[config.mk]
export PLATFORM = sky130hd
export DESIGN_NAME = pipe_rca
export DESIGN_NICKNAME = d
export VERILOG_FILES = /design/src/rtl/adder_pkg.sv /design/src/rtl/rca_chunk.sv /design/src/rtl/pipe_rca.sv
export SDC_FILE = /design/constraint.sdc
export NUM_CORES = 1
export LEC_CHECK = 0
export ABC_AREA = 1
export BUFFER_PORTS_ARGS = -buffer_cell sky130_fd_sc_hd__buf_2
export CAP_MARGIN = 20
export CELL_PAD_IN_SITES_DETAIL_PLACEMENT = 1
export CELL_PAD_IN_SITES_GLOBAL_PLACEMENT = 1
export CORE_ASPECT_RATIO = 1.2
export CORE_MARGIN = 2
export CORE_UTILIZATION = 43
export CTS_CLUSTER_SIZE = 28
export DETAILED_ROUTE_END_ITERATION = 8
export GPL_TIMING_DRIVEN = 0
export PLACE_DENSITY_LB_ADDON = 0.1
export SLEW_MARGIN = 20
export SYNTH_ARGS = -nofsm -noshare
export SYNTH_HDL_FRONTEND = slang
export SYNTH_SLANG_ARGS = --single-unit
[constraint.sdc]
create_clock -name clk -period 3.3 [get_ports clk]
set_clock_uncertainty 0.2 [all_clocks]
set_input_delay 0.165 -clock clk [delete_from_list [all_inputs] [get_ports clk]]
set_output_delay 0.165 -clock clk [all_outputs]
set_load 0.005 [all_outputs]
[src/rtl/adder_pkg.sv]
// Shared definitions for the pipelined ripple-carry adder: opcode encodings
// and the result-flag bundle produced by the final pipeline stage.
package adder_pkg;

    localparam logic OP_ADD = 1'b0;
    localparam logic OP_SUB = 1'b1;

    typedef struct packed {
        logic c_out;
        logic ovf;
    } flags_t;

endpackage

[src/rtl/rca_chunk.sv]
// Combinational CHUNK-bit ripple adder built from full adders; also exposes
// the carry into the slice MSB so the caller can derive signed overflow.
module rca_chunk #(
    parameter int CHUNK = 4
) (
    input  logic [CHUNK-1:0] a,
    input  logic [CHUNK-1:0] b,
    input  logic             ci,
    output logic [CHUNK-1:0] s,
    output logic             co,
    output logic             c_msb_in
);

    logic [CHUNK:0] c;

    always_comb begin
        c[0] = ci;
        s    = '0;
        for (int i = 0; i < CHUNK; i++) begin
            s[i]   = a[i] ^ b[i] ^ c[i];
            c[i+1] = (a[i] & b[i]) | (c[i] & (a[i] ^ b[i]));
        end
    end

    assign co       = c[CHUNK];
    assign c_msb_in = c[CHUNK-1];

endmodule

[src/rtl/pipe_rca.sv]
// Pipelined WIDTH-bit add/subtract: one CHUNK-bit ripple slice per stage with
// the carry registered between stages and valid/ready flow control.
module pipe_rca
    import adder_pkg::*;
#(
    parameter int WIDTH = 16,
    parameter int CHUNK = 4
) (
    input  logic             clk,
    input  logic             rst,
    input  logic             in_valid,
    output logic             in_ready,
    input  logic [WIDTH-1:0] A,
    input  logic [WIDTH-1:0] B,
    input  logic             c_in,
    input  logic             sub,
    output logic             out_valid,
    input  logic             out_ready,
    output logic [WIDTH-1:0] S,
    output logic             c_out,
    output logic             ovf
);

    localparam int STAGES = WIDTH / CHUNK;

    logic             adv;
    logic [WIDTH-1:0] a_cap;
    logic [WIDTH-1:0] b_eff;
    logic             cin_eff;
    flags_t           flags_d;
    flags_t           flags_q;

    assign adv      = !out_valid || out_ready;
    assign in_ready = adv;

    // Operands are masked on bubbles so an idle producer never leaks X into the data path.
    always_comb begin
        a_cap   = '0;
        b_eff   = '0;
        cin_eff = 1'b0;
        if (in_valid) begin
            a_cap   = A;
            b_eff   = (sub == OP_SUB) ? ~B : B;
            cin_eff = (sub == OP_SUB) ? ~c_in : c_in;
        end
    end

    for (genvar k = 0; k < STAGES; k++) begin : g_stage
        localparam int LO = k * CHUNK;
        localparam int HI = LO + CHUNK;

        logic [CHUNK-1:0] a_sl;
        logic [CHUNK-1:0] b_sl;
        logic [CHUNK-1:0] sum;
        logic             ci;
        logic             co;
        logic             v_d;
        logic             v_q;
        logic [HI-1:0]    s_d;
        logic [HI-1:0]    s_q;

        if (k == 0) begin : g_src
            always_comb begin
                a_sl = a_cap[HI-1:LO];
                b_sl = b_eff[HI-1:LO];
                ci   = cin_eff;
                v_d  = in_valid;
                s_d  = sum;
            end
        end else begin : g_src
            // Lower result slices ride along so the full word emerges aligned.
            always_comb begin
                a_sl = g_stage[k-1].g_fwd.a_q[HI-1:LO];
                b_sl = g_stage[k-1].g_fwd.b_q[HI-1:LO];
                ci   = g_stage[k-1].g_fwd.c_q;
                v_d  = g_stage[k-1].v_q;
                s_d  = {sum, g_stage[k-1].s_q};
            end
        end

        if (k == STAGES - 1) begin : g_last
            logic c_msb;
            rca_chunk #(.CHUNK(CHUNK)) u_chunk (
                .a        (a_sl),
                .b        (b_sl),
                .ci       (ci),
                .s        (sum),
                .co       (co),
                .c_msb_in (c_msb)
            );
        end else begin : g_mid
            logic c_msb_unused;
            rca_chunk #(.CHUNK(CHUNK)) u_chunk (
                .a        (a_sl),
                .b        (b_sl),
                .ci       (ci),
                .s        (sum),
                .co       (co),
                .c_msb_in (c_msb_unused)
            );
        end

        if (k < STAGES - 1) begin : g_fwd
            logic [WIDTH-1:HI] a_d;
            logic [WIDTH-1:HI] b_d;
            logic [WIDTH-1:HI] a_q;
            logic [WIDTH-1:HI] b_q;
            logic              c_d;
            logic              c_q;

            if (k == 0) begin : g_in
                always_comb begin
                    a_d = a_cap[WIDTH-1:HI];
                    b_d = b_eff[WIDTH-1:HI];
                end
            end else begin : g_in
                always_comb begin
                    a_d = g_stage[k-1].g_fwd.a_q[WIDTH-1:HI];
                    b_d = g_stage[k-1].g_fwd.b_q[WIDTH-1:HI];
                end
            end

            assign c_d = co;

            always_ff @(posedge clk or posedge rst) begin
                if (rst) begin
                    a_q <= '0;
                    b_q <= '0;
                    c_q <= 1'b0;
                end else if (adv) begin
                    a_q <= a_d;
                    b_q <= b_d;
                    c_q <= c_d;
                end
            end
        end

        // NOTE: non-blocking assignments let every stage sample its neighbour's old value on the same edge.
        always_ff @(posedge clk or posedge rst) begin
            if (rst) begin
                v_q <= 1'b0;
                s_q <= '0;
            end else if (adv) begin
                v_q <= v_d;
                s_q <= s_d;
            end
        end
    end

    always_comb begin
        flags_d.c_out = g_stage[STAGES-1].co;
        flags_d.ovf   = g_stage[STAGES-1].g_last.c_msb ^ g_stage[STAGES-1].co;
    end

    always_ff @(posedge clk or posedge rst) begin
        if (rst) begin
            flags_q <= '0;
        end else if (adv) begin
            flags_q <= flags_d;
        end
    end

    assign out_valid = g_stage[STAGES-1].v_q;
    assign S         = g_stage[STAGES-1].s_q;
    assign c_out     = flags_q.c_out;
    assign ovf       = flags_q.ovf;

endmodule

-- Word level (Yosys, flattened, before mapping)
Cells that the tools add are included.
- register bits after elaboration: 97
- input port bits: 38
- output and inout bits: 20
- mux-type cells: 5
- bitwise logic cells: 83
- reductions and logical operators: 2
- operator list (cell ; count):
    $mux W16 ; 3
    $xor A1 B1 Y1 ; 33
    $and A1 B1 Y1 ; 32
    $not A16 Y16 ; 1
    $or A1 B1 Y1 ; 16
    $mux W1 ; 2
    $logic_not A1 Y1 ; 1
    $logic_or A1 B1 Y1 ; 1
    $not A1 Y1 ; 1

-- Depth between registers and ports, before layout
Gate-level depths: netlist (run 1).
- depth after elaboration: 12
- gate-level depth with buffers: 10
- gate-level depth less buffers: 10

-- Modules after synthesis
Synthesis (run 1) repeated with hierarchy kept, for this count alone.
- cells, all modules: 512
- area, all modules: 4386.7 µm²
- modules (own cells, without submodules) (module ; times used ; cells each ; area each (µm²) ; sequential area each (µm²)):
    pipe_rca ; 1 ; 464 ; 3946.3 ; 2427.3
    rca_chunk ; 4 ; 12 ; 110.1 ; 0.0

-- Worst setup path after synthesis (run 1)
Ideal clock, no wire load.
- path kind: input -> register
- start: input sub
- end: register g_stage[0].s_q[3]
- setup time: 83 ps
- arrival time: 2096 ps
- data required time: 3017 ps
- path slack: 922 ps
- cell stages on the path: 9
- path buffers: 1
- cell sequence: buf_2 > o21ai_0 > fa_1 > inv_1 > fa_1 > fa_1 > inv_1 > fa_1 > o21ai_0
- longest elaborated chain between the ends: 10
- elaborated cells on any way between the ends: 18
- those cells by class: mux: 4; bitwise: 14
- RTL lines (item ; RTL line ; text):
    start, declared ; pipe_rca.sv:16 ; input logic sub,
    $mux W16 ; pipe_rca.sv:43 ; b_eff = (sub == OP_SUB) ? ~B : B;
    $mux W16 ; pipe_rca.sv:41 ; if (in_valid) begin
    $xor A1 B1 Y1 ; rca_chunk.sv:21 ; c[i+1] = (a[i] & b[i]) | (c[i] & (a[i] ^ b[i]));
    $and A1 B1 Y1 ; rca_chunk.sv:21 ;
    $or A1 B1 Y1 ; rca_chunk.sv:21 ;
    $and A1 B1 Y1 ; rca_chunk.sv:21 ;
    $or A1 B1 Y1 ; rca_chunk.sv:21 ;
    $and A1 B1 Y1 ; rca_chunk.sv:21 ;
    $or A1 B1 Y1 ; rca_chunk.sv:21 ;
    $xor A1 B1 Y1 * ; rca_chunk.sv:20 ; s[i] = a[i] ^ b[i] ^ c[i];
    end signal, assigned ; pipe_rca.sv:142 ; s_q <= '0;
    end signal, assigned ; pipe_rca.sv:145 ; s_q <= s_d;
    end, declared ; pipe_rca.sv:60 ; logic [HI-1:0] s_q;
Every way passes the cells marked *; elsewhere a longest branch is shown, timed or not.
A chain may end at the register's enable or synchronous reset.

-- Worst setup path after layout (run 1)
- start: input in_valid
- end: register g_stage[0].s_q[3]
- longest elaborated chain between the ends: 9
- elaborated cells on any way between the ends: 17
- those cells by class: mux: 3; bitwise: 14
- RTL lines (item ; RTL line ; text):
    start, declared ; pipe_rca.sv:11 ; input logic in_valid,
    $mux W16 ; pipe_rca.sv:41 ;
    $xor A1 B1 Y1 ; rca_chunk.sv:21 ;
    $and A1 B1 Y1 ; rca_chunk.sv:21 ;
    $or A1 B1 Y1 ; rca_chunk.sv:21 ;
    $and A1 B1 Y1 ; rca_chunk.sv:21 ;
    $or A1 B1 Y1 ; rca_chunk.sv:21 ;
    $and A1 B1 Y1 ; rca_chunk.sv:21 ;
    $or A1 B1 Y1 ; rca_chunk.sv:21 ;
    $xor A1 B1 Y1 * ; rca_chunk.sv:20 ;
Marks and branches as above.

==> results of run 1 <==
==> per-stage QoR <==
stage / hold WS, ns / util
floorplan: 0.07462 / -
global route: 0.04841 / 0.5553
CTS: 0.006489 / 0.5553
global placement: 0.1604 / 0.4911
detailed placement: 0.02840 / 0.4945
finish: 0.01223 / 0.5553
==> report_power, final <==
part / total [W] / internal [W] / switching (W) / leakage (nW)
clock network: 0.00114 / 0.000707 / 0.000429 / 0.157
registers: 0.00183 / 0.00160 / 0.000224 / 1.24
logic: 0.00114 / 0.000428 / 0.000716 / 1.48
==> final cells by class <==
cell class / count / area, sq um
Fill cell: 1146 / 4275
Timing Repair Buffer: 84 / 573.1
Buffer: 22 / 125.1
Multi-Input combinational cell: 316 / 1531
Sequential cell: 97 / 2427
Inverter: 52 / 202.7
Clock inverter: 2 / 60.06
Tap cell: 123 / 153.9
Clock buffer: 14 / 264.0
==> metal layers <==
metal / up-vias / global-route usage
li1: 1651 / -
met1: 1667 / 0.2627
met2: 60 / 0.3859
met3: 26 / 0.02264
met4: 0 / 0.1227
met5: - / 0
==> worst paths after layout <==
| check | endpoint | start | depth (start not counted) | slack, ns |
|---|---|---|---|---|
| setup / recovery | g_stage[0].s_q[3] | in_valid | 12 | 0.51 |
| hold / removal | g_stage[0].g_fwd.b_q[4] | B[4] | 5 | 0.01 |
| setup reg to reg | g_stage[2].s_q[11] | g_stage[1].g_fwd.a_q[8] | 8 | 0.80 |
| hold reg to reg | S[13] | S[13] | 2 | 0.27 |
| max in group asynchronous | S[10] | rst | 4 | 2.10 |
| min in group asynchronous | g_stage[1].g_fwd.a_q[13] | rst | 3 | 0.21 |
==> Yosys cell counts, drive strengths merged <==
cell type / count
nand2: 244
dfrtp: 97
inv: 52
o21ai: 48
buf: 17
fa: 16
a21oi: 6
clkbuf: 5
nand3: 1
or2: 1
==> flip-flops by register name, indices dropped and copies added, names as in the netlist <==
register	flops
S	16
c_out	1
g_stage.g_fwd.a_q	24
g_stage.g_fwd.b_q	24
g_stage.g_fwd.c_q	3
g_stage.s_q	24
g_stage.v_q	3
out_valid	1
ovf	1
==> kinds of logic (layout without fill, tap and decap cells) <==
logic type	count (synthesis)	after routing	share of synthesized area
AND/OR/NAND/NOR	246	246	0.2171
flip-flops	97	97	0.5669
buffers and inverters	74	174	0.07540
AO/OA/AOI/OAI	54	54	0.06575
adder cells (fa/ha/maj)	16	16	0.07481
==> worst max-delay path: cells and delay by family <==
family,cells,cell delay (ns)
AO/OA/AOI/OAI,3,0.34
adder cells (fa/ha/maj),4,1.39
buffers and inverters,5,0.95
==> key figures, run 1 <==
Hold path
  • Hold Crit Class: primary input to flip-flop

Clock network
  • Post-CTS Setup Repair Bufs: 0
  • Num CTS Buffers: 9
  • Clock Latency Late Sink: 0.34 ns
  • Sink Count: 97
  • Clk pin slew, worst setup/hold paths: 0.07 ns
  • Htree depth: 3
  • CTS resizes: 0
  • Post-cts hold buffer count: 26
  • Root buffer cell: clkbuf_16
  • Longest Clk Path Bufs: 2
  • CTS tree: yes

Floorplan
  • Die W: 95.09 microns
  • Site Rows: 39
  • Area of the die: 10770 sq um
  • I/O pins: 58
  • Core footprint: 9613 sq um
  • Height of the chip: 113.3 microns
  • Initial core utilization: 0.4454

Synth
  • Mapped Nets: 541
  • Mapped cell area: 4282 sq um
  • Synth top area share: 0.5669
  • Register area share after synthesis: 0.5669
  • Synth cell types: 16
  • Yosys warns: 0
  • #FFs+latches synth: 97
  • Syn Inst Count: 487
  • Synthesized area per cell: 8.792 sq um
  • Top post-synthesis cells by area: dfrtp_1, nand2_1, fa_1, o21ai_0, inv_1
  • Post-synth top area cell: dfrtp_1

Layout
  • Diodes inserted: 0
  • Area Growth Syn to Fin: 24.66%
  • Share of layout cells above drive strength 1: 0.1618
  • Final Non-Filler Cells: 710
  • Commonest non-fill, non-tap cell in the layout: nand2_1
  • Most frequent cells in the layout: nand2_1, dfrtp_1, buf_2
  • Design area: 5338 sq um
  • Nets: 636

STA
  • Tightest Pin Transition: 0.5937 ns
  • Final min period: 2.792 ns
  • Fmax: 358.2 MHz
  • Post-route setup TNS: 0 ns
  • Final Hold Viols: 0
  • Fin. max-slew vios: 0
  • Share of the clock period used by the worst path: 0.8461
  • Final setup viols: 0
  • RSZ-0062 raised after global routing: false
  • Final setup margin: 0.5080 ns
  • Worst relative slew slack: 0.6042

Global routing
  • Pin count of the biggest net entering global routing: 51
  • Vias in the first global route: 3805
  • Total gr overflow: 0
  • First-pass GRT wire length: 18070 microns
  • Initial antenna violation count: 0
  • GRT Total Usage: 0.2211

Job
  • Max cap viols: 0

Route
  • Met3 wire len: 246 microns
  • Avg Vias per Cell: 4.794
  • Initial drt markers: 96
  • DR vias: 3404
  • WL final: 10850 microns
  • Wire length on met2: 5684 microns
  • Wire per inst: 15.28 microns
  • DR top layer: met4
  • DRT Pass-1 Iters: 4
  • Residual DRC count: 0
  • ANT nets after route: 0
  • Met1 wire length: 4527 microns

Setup path
  • Crit end category: flip-flop
  • WS Path Type: primary input to flip-flop
  • Critical path required time: 3.36 ns
  • CP max FO: 8
  • Slowest CP cell: dlygate4sd3_1
  • Worst path cell trace: dlygate4sd3_1 -> buf_2 -> inv_2 -> a21oi_1 -> o21ai_0 -> fa_1 -> inv_1 -> fa_1 -> fa_1 -> inv_1 -> fa_1 -> o21ai_0
  • Worst setup SP type: primary input
  • CP max stage delay: 0.53 ns
  • Crit-path most repeated cell: fa_1
  • Critical path arrival: 2.86 ns

Power and ir drop
  • Final Power: 0.004107 W
  • Peak VDD IR: 0.0002867 V
  • PD cells: 769.5 nW/um^2
  • Leakage power: 2.884 nW

Placement
  • Cell Area, Placed: 4753 sq um
  • Post-DP HPWL: 7349 microns
  • Placed cells: 668
  • Dpl ws: 0.5958 ns
  • Port bufs: 57
  • GPL Wtd Cong: 0.7706

Status
  • Status: completed
Note: power is estimated with default switching activity, not from simulation.
==> inputs of run 2 (changes only) <==
--- a/config.mk
+++ b/config.mk
@@ -12,7 +12,7 @@
 export CELL_PAD_IN_SITES_GLOBAL_PLACEMENT = 1
 export CORE_ASPECT_RATIO = 1.2
 export CORE_MARGIN = 2
-export CORE_UTILIZATION = 43
+export CORE_UTILIZATION = 39
 export CTS_CLUSTER_SIZE = 28
 export DETAILED_ROUTE_END_ITERATION = 8
 export GPL_TIMING_DRIVEN = 0
==> constraint.sdc (replaced) <==
create_clock -name clk -period 2.3 [get_ports clk]
set_clock_uncertainty 0.2 [all_clocks]
set_input_delay 0.115 -clock clk [delete_from_list [all_inputs] [get_ports clk]]
set_output_delay 0.115 -clock clk [all_outputs]
set_load 0.005 [all_outputs]
==> run 2 against run 1 <==
Compared with the run above:
- the flow now finishes with violations (negative hold slack, negative setup slack)
- sequential share of layout area down 1.1 points
- clock-buffer cell count down 1
- hold slack worse by 0.013 ns
- design area up 2.4%
- die area up 9.9%
- critical path depth down 4
- final cell count up 2.1%
- clock power up 32%
- wire length down 4.7%
- first-iteration DRC count up 27%
- register-to-register slack worse by 0.80 ns
- critical path type is now flip-flop to flip-flop
- largest cell class unchanged
- highest routed layer unchanged
==> key figures, run 2 (synthesis results as in run 1) <==
Clock network
  • CTS tree: yes
  • Htree depth: 3 (unchanged)
  • Clk pin slew, worst setup/hold paths: 0.07 ns (about the same)
  • Clock Latency Late Sink: 0.34 ns (about the same)
  • Sink Count: 97 (unchanged)
  • Longest Clk Path Bufs: 2 (unchanged)
  • Num CTS Buffers: 9 (unchanged)
  • Root buffer cell: clkbuf_16

Setup path
  • Critical path arrival: 2.37 ns (-0.49 ns)
  • WS Path Type: flip-flop to flip-flop
  • Crit end category: flip-flop
  • Worst setup SP type: flip-flop
  • CP max FO: 2 (-6)
  • Critical path required time: 2.37 ns (-0.99 ns)

Power and ir drop
  • PD cells: 1059 nW/um^2 (+38%)
  • Leakage power: 2.901 nW (+0.61%)
  • Peak VDD IR: 0.0003966 V (+38%)

Floorplan
  • Height of the chip: 118.8 microns (+4.8%)
  • I/O pins: 58 (unchanged)
  • Core footprint: 10620 sq um (+10%)
  • Area of the die: 11840 sq um (+9.9%)
  • Initial core utilization: 0.4032 (-0.04219)
  • Site Rows: 41 (+5.1%)
  • Die W: 99.65 microns (+4.8%)

STA
  • Fin. max-slew vios: 0 (unchanged)
  • RSZ-0062 raised after global routing: true
  • Fmax: 434.3 MHz
  • Final Hold Viols: 1 (+1)
  • Final setup margin: -0.002685 ns (-0.5107 ns)
  • Worst relative slew slack: 0.5804 (-0.02373)
  • Final setup viols: 1 (+1)
  • Share of the clock period used by the worst path: 1.001
  • WHS: -0.0004640 ns (-0.01270 ns)
  • Final min period: 2.303 ns
  • Tightest Pin Transition: 0.6293 ns (+0.03559 ns)

Route
  • DR vias: 3373 (-0.91%)
  • Wire per inst: 14.27 microns (-6.6%)
  • WL final: 10350 microns (-4.7%)
  • DRT Pass-1 Iters: 4 (unchanged)
  • Initial drt markers: 122 (+27%)
  • Avg Vias per Cell: 4.652 (-3.0%)
  • Residual DRC count: 0 (unchanged)
  • ANT nets after route: 0 (unchanged)

Layout
  • Share of layout cells above drive strength 1: 0.2013 (+0.03950)
  • Register Area: 2427 sq um (unchanged)
  • Regs by FF count: g_stage.g_fwd.a_q (24), g_stage.g_fwd.b_q (24), g_stage.s_q (24)
  • Multi-input gate area: 1567 sq um (+2.3%)
  • Nets: 645 (+1.4%)
  • Area Growth Syn to Fin: 27.64%
  • Fill cells: 1259 (+9.9%)
  • Final Non-Filler Cells: 725 (+2.1%)
  • Diodes inserted: 0 (unchanged)
  • Commonest non-fill, non-tap cell in the layout: nand2_1
  • Most frequent cells in the layout: nand2_1, dfrtp_1, buf_2

Global routing
  • Initial antenna violation count: 0 (unchanged)
  • Total gr overflow: 0 (unchanged)
  • Pin count of the biggest net entering global routing: 35 (-31%)
  • Vias in the first global route: 3710 (-2.5%)
  • First-pass GRT wire length: 17810 microns (-1.5%)
  • GRT Total Usage: 0.1945 (-0.02660)

Placement
  • Port bufs: 57 (unchanged)
  • Placed cells: 676 (+1.2%)
  • GPL Wtd Cong: 0.7349 (-4.6%)
  • Post-DP HPWL: 7233 microns (-1.6%)

Hold path
  • Hold Crit Class: primary input to flip-flop

Status
  • Violated checks: negative hold slack, negative setup slack
  • Status: finished, violations left

Job
  • Max cap viols: 0 (unchanged)
==> run 2: area by class of cell <==
type,instances,area share
well taps,129,0.02953
inverters,52,0.03686
multi-input cells,316,0.2866
flip-flops and latches,97,0.4441
repair buffers,94,0.1257
clock buffers,13,0.05128
clock inverters,3,0.003892
plain buffers,21,0.02198
==> run 2: path summary, 6_finish.rpt <==
path / start / slack, ns / depth (start not counted) / end
worst min-delay path: out_ready / -0.0005 / 5 / g_stage[0].g_fwd.a_q[14]
worst min register to register: S[11] / 0.27 / 2 / S[11]
max in group asynchronous: rst / 0.72 / 6 / g_stage[1].g_fwd.b_q[10]
worst max-delay path: g_stage[1].g_fwd.c_q / -0.003 / 8 / g_stage[2].s_q[11]
min in group asynchronous: rst / 0.58 / 4 / g_stage[0].s_q[1]
worst max register to register: g_stage[1].g_fwd.c_q / -0.003 / 8 / g_stage[2].s_q[11]
==> run 2: power breakdown <==
group | switching (W) | total (W) | internal [W]
Combinational | 0.000997 | 0.00167 | 0.000672
Clock | 0.000644 | 0.00150 | 0.000854
Sequential | 0.000319 | 0.00262 | 0.00230
==> run 2: repair_timing <==
item | 4_1_cts | 5_1_grt
setup endpoints to repair | 4 | 6
resized for setup | 18 | 7
buffers inserted | 2 | 0
endpoints found under the hold margin | 122 | 0
pin swaps | 11 | 10
hold buffers | 32 | 0
==> run 2: metrics by stage <==
| stage | TNS (ns) | setup slack (ns) | total power [W] | cell area, sq um | utilization |
|---|---|---|---|---|---|
| 6_report | -0.002685 | -0.002685 | 0.005786 | 5465 | 0.5147 |
| 2_1_floorplan | 0 | 0.01414 | 0.003583 | 4285 | - |
| 5_1_grt | -0.1760 | -0.06913 | 0.006245 | 5465 | 0.5147 |
| 3_5_place_dp | -0.9316 | -0.2958 | 0.004243 | 4792 | 0.4513 |
| 4_1_cts | -0.1184 | -0.04537 | 0.005867 | 5459 | 0.5141 |
| 3_3_place_gp | -0.7707 | -0.2815 | 0.004155 | 4732 | 0.4456 |
==> run 2: layer usage <==
metal / track usage / up-vias / share of wire
li1: - / 1667 / -
met1: 0.2363 / 1644 / 0.44
met2: 0.3353 / 49 / 0.51
met3: 0.04199 / 13 / 0.025
met4: 0.07449 / 0 / 0.021
met5: 0 / - / 0
==> run 2: critical path: stages (launching register included) <==
cell	delay, ns
dfrtp_1	0.40
fa_2	0.39
inv_2	0.07
fa_2	0.19
inv_2	0.04
fa_2	0.33
inv_2	0.06
fa_1	0.42
o21ai_1	0.13
==> inputs of run 3 (changes only) <==
--- a/config.mk
+++ b/config.mk
@@ -8,15 +8,13 @@
 export ABC_AREA = 1
 export BUFFER_PORTS_ARGS = -buffer_cell sky130_fd_sc_hd__buf_2
 export CAP_MARGIN = 20
-export CELL_PAD_IN_SITES_DETAIL_PLACEMENT = 1
-export CELL_PAD_IN_SITES_GLOBAL_PLACEMENT = 1
 export CORE_ASPECT_RATIO = 1.2
 export CORE_MARGIN = 2
-export CORE_UTILIZATION = 39
+export CORE_UTILIZATION = 51
 export CTS_CLUSTER_SIZE = 28
 export DETAILED_ROUTE_END_ITERATION = 8
 export GPL_TIMING_DRIVEN = 0
-export PLACE_DENSITY_LB_ADDON = 0.1
+export PLACE_DENSITY = 0.75
 export SLEW_MARGIN = 20
 export SYNTH_ARGS = -nofsm -noshare
 export SYNTH_HDL_FRONTEND = slang
==> run 3 against run 2 <==
Compared with the run above:
- the flow now finishes without violations
- setup slack improved by 0.035 ns
- highest routed layer unchanged
- combinational power about the same
- critical path type unchanged
- non-clock buffer count rose by 6
- maximum frequency is 1.6% higher
- die area decreased by 23%
- wire length down 9.2%
- hold slack improved by 0.029 ns
- clock-buffer cell count fell by 3
==> key figures, run 3 (synthesis results as in run 1) <==
Status
  • Status: completed

Setup path
  • Critical path arrival: 2.36 ns (about the same)
  • CP max FO: 2 (unchanged)
  • Critical path required time: 2.40 ns (+0.03 ns)
  • Crit end category: flip-flop
  • Worst setup SP type: flip-flop
  • WS Path Type: flip-flop to flip-flop

Layout
  • Fill cells: 619 (-51%)
  • Commonest non-fill, non-tap cell in the layout: nand2_1
  • Share of layout cells above drive strength 1: 0.1947 (-0.006667)
  • Nets: 651 (+0.93%)
  • Area Growth Syn to Fin: 26.13%
  • Regs by FF count: g_stage.g_fwd.a_q (24), g_stage.g_fwd.b_q (24), g_stage.s_q (24)
  • Diodes inserted: 0 (unchanged)
  • Most frequent cells in the layout: nand2_1, dfrtp_1, buf_2

Clock network
  • Longest Clk Path Bufs: 2 (unchanged)
  • Num CTS Buffers: 9 (unchanged)
  • Clk pin slew, worst setup/hold paths: 0.09 ns (+0.02 ns)
  • Clock Latency Late Sink: 0.36 ns (+0.02 ns)
  • Root buffer cell: clkbuf_8
  • Sink Count: 97 (unchanged)
  • CTS tree: yes
  • Htree depth: 3 (unchanged)

Global routing
  • Pin count of the biggest net entering global routing: 35 (unchanged)
  • Total gr overflow: 0 (unchanged)
  • GRT Total Usage: 0.2252 (+0.03064)
  • First-pass GRT wire length: 15850 microns (-11%)
  • Vias in the first global route: 3411 (-8.1%)
  • Initial antenna violation count: 0 (unchanged)

Power and ir drop
  • Peak VDD IR: 0.0004371 V (+10%)
  • PD cells: 1033 nW/um^2 (-2.4%)
  • Leakage power: 2.893 nW (-0.30%)

Floorplan
  • Die W: 87.64 microns (-12%)
  • Height of the chip: 104.4 microns (-12%)
  • Initial core utilization: 0.5252 (+0.1220)
  • Area of the die: 9147 sq um (-23%)
  • Site Rows: 36 (-12%)
  • Core footprint: 8153 sq um (-23%)
  • I/O pins: 58 (unchanged)

STA
  • RSZ-0062 raised after global routing: true
  • Worst relative slew slack: 0.5106 (-0.06984)
  • Final setup viols: 0 (-1)
  • Fmax: 441.1 MHz (+1.6%)
  • Final setup margin: 0.03276 ns (+0.03545 ns)
  • Final min period: 2.267 ns (-0.03545 ns)
  • Final Hold Viols: 0 (-1)
  • Share of the clock period used by the worst path: 0.9858 (-0.01541)
  • Fin. max-slew vios: 0 (unchanged)
  • WHS: 0.02817 ns (+0.02863 ns)
  • Tightest Pin Transition: 0.7326 ns (+0.1032 ns)
  • Post-route setup TNS: 0 ns (+0.002685 ns)

Hold path
  • Hold Crit Class: primary input to flip-flop

Route
  • ANT nets after route: 0 (unchanged)
  • Avg Vias per Cell: 4.764 (+2.4%)
  • WL final: 9390 microns (-9.2%)
  • Initial drt markers: 199 (+63%)
  • DRT Pass-1 Iters: 4 (unchanged)
  • DR vias: 3406 (+0.98%)
  • Residual DRC count: 0 (unchanged)
  • Wire per inst: 13.13 microns (-8.0%)

Job
  • Max cap viols: 0 (unchanged)

Placement
  • GPL Wtd Cong: 0.8364 (+14%)
  • Post-DP HPWL: 6380 microns (-12%)
  • Dpl ws: -0.2975 ns (-0.001698 ns)
  • Port bufs: 57 (unchanged)
-- run 3: cell types whose count changed in the layout (fill, tap and decap cells not counted), sizes merged --
cell / delta
dlygate4sd3: +2
clkinvlp: -1
buf: +5
clkbuf: -4
bufinv: +3
-- run 3: routing by layer --
layer / vias to the layer above / track usage / wire length, microns
met2: 87 / 0.3739 / 4741
met5: - / 0 / 0
li1: 1683 / - / -
met4: 0 / 0.09890 / 268
met1: 1617 / 0.2883 / 4017
met3: 19 / 0.03571 / 362
-- run 3: final cells by class --
| type | instances | area, sq um | area share |
|---|---|---|---|
| Inverter | 52 | 201.4 | 0.03730 |
| Buffer | 21 | 120.1 | 0.02224 |
| Sequential cell | 97 | 2427 | 0.4495 |
| Timing Repair Buffer | 100 | 718.2 | 0.1330 |
| Multi-Input combinational cell | 316 | 1559 | 0.2887 |
| Clock inverter | 5 | 103.9 | 0.01923 |
| Clock buffer | 10 | 127.6 | 0.02363 |
| Tap cell | 114 | 142.6 | 0.02641 |
-- run 3: stage by stage --
step | area, sq um | util | total power [W] | instances
5_1_grt | 5400 | 0.6624 | 0.005984 | 715
6_report | 5400 | 0.6624 | 0.005579 | 715
3_3_place_gp | 4713 | 0.5781 | 0.004089 | 658
2_1_floorplan | 4285 | - | 0.003583 | 487
4_1_cts | 5390 | 0.6611 | 0.005585 | 714
3_5_place_dp | 4753 | 0.5830 | 0.004181 | 660
-- run 3: worst paths after layout --
kind,start,end,slack (ns),cells past startpoint
max reg2reg,g_stage[2].g_fwd.b_q[12],S[15],0.03,6
min,A[3],g_stage[0].s_q[3],0.03,4
max in group asynchronous,rst,g_stage[1].s_q[6],0.84,5
min reg2reg,g_stage[2].v_q,out_valid,0.26,2
max,g_stage[2].g_fwd.b_q[12],S[15],0.03,6
min in group asynchronous,rst,S[15],0.21,3
-- run 3: power by group --
part	switching (W)	internal, W	total, W
clock network	0.000570	0.000719	0.00129
registers	0.000304	0.00230	0.00260
logic	0.000994	0.000697	0.00169
-- run 3: critical path: stages, from the launching register on --
cell and delay, ns:
dfrtp_1 0.41, fa_2 0.40, fa_2 0.37, inv_2 0.06, fa_2 0.22, fa_2 0.43
o21ai_1 0.11
-- run 3: what timing repair did --
item	in CTS	in global routing
resized for setup	17	2
buffers inserted	5	2
endpoints found under the hold margin	58	0
pin swaps	10	6
endpoints found under the setup margin	4	5
hold buffers	34	0
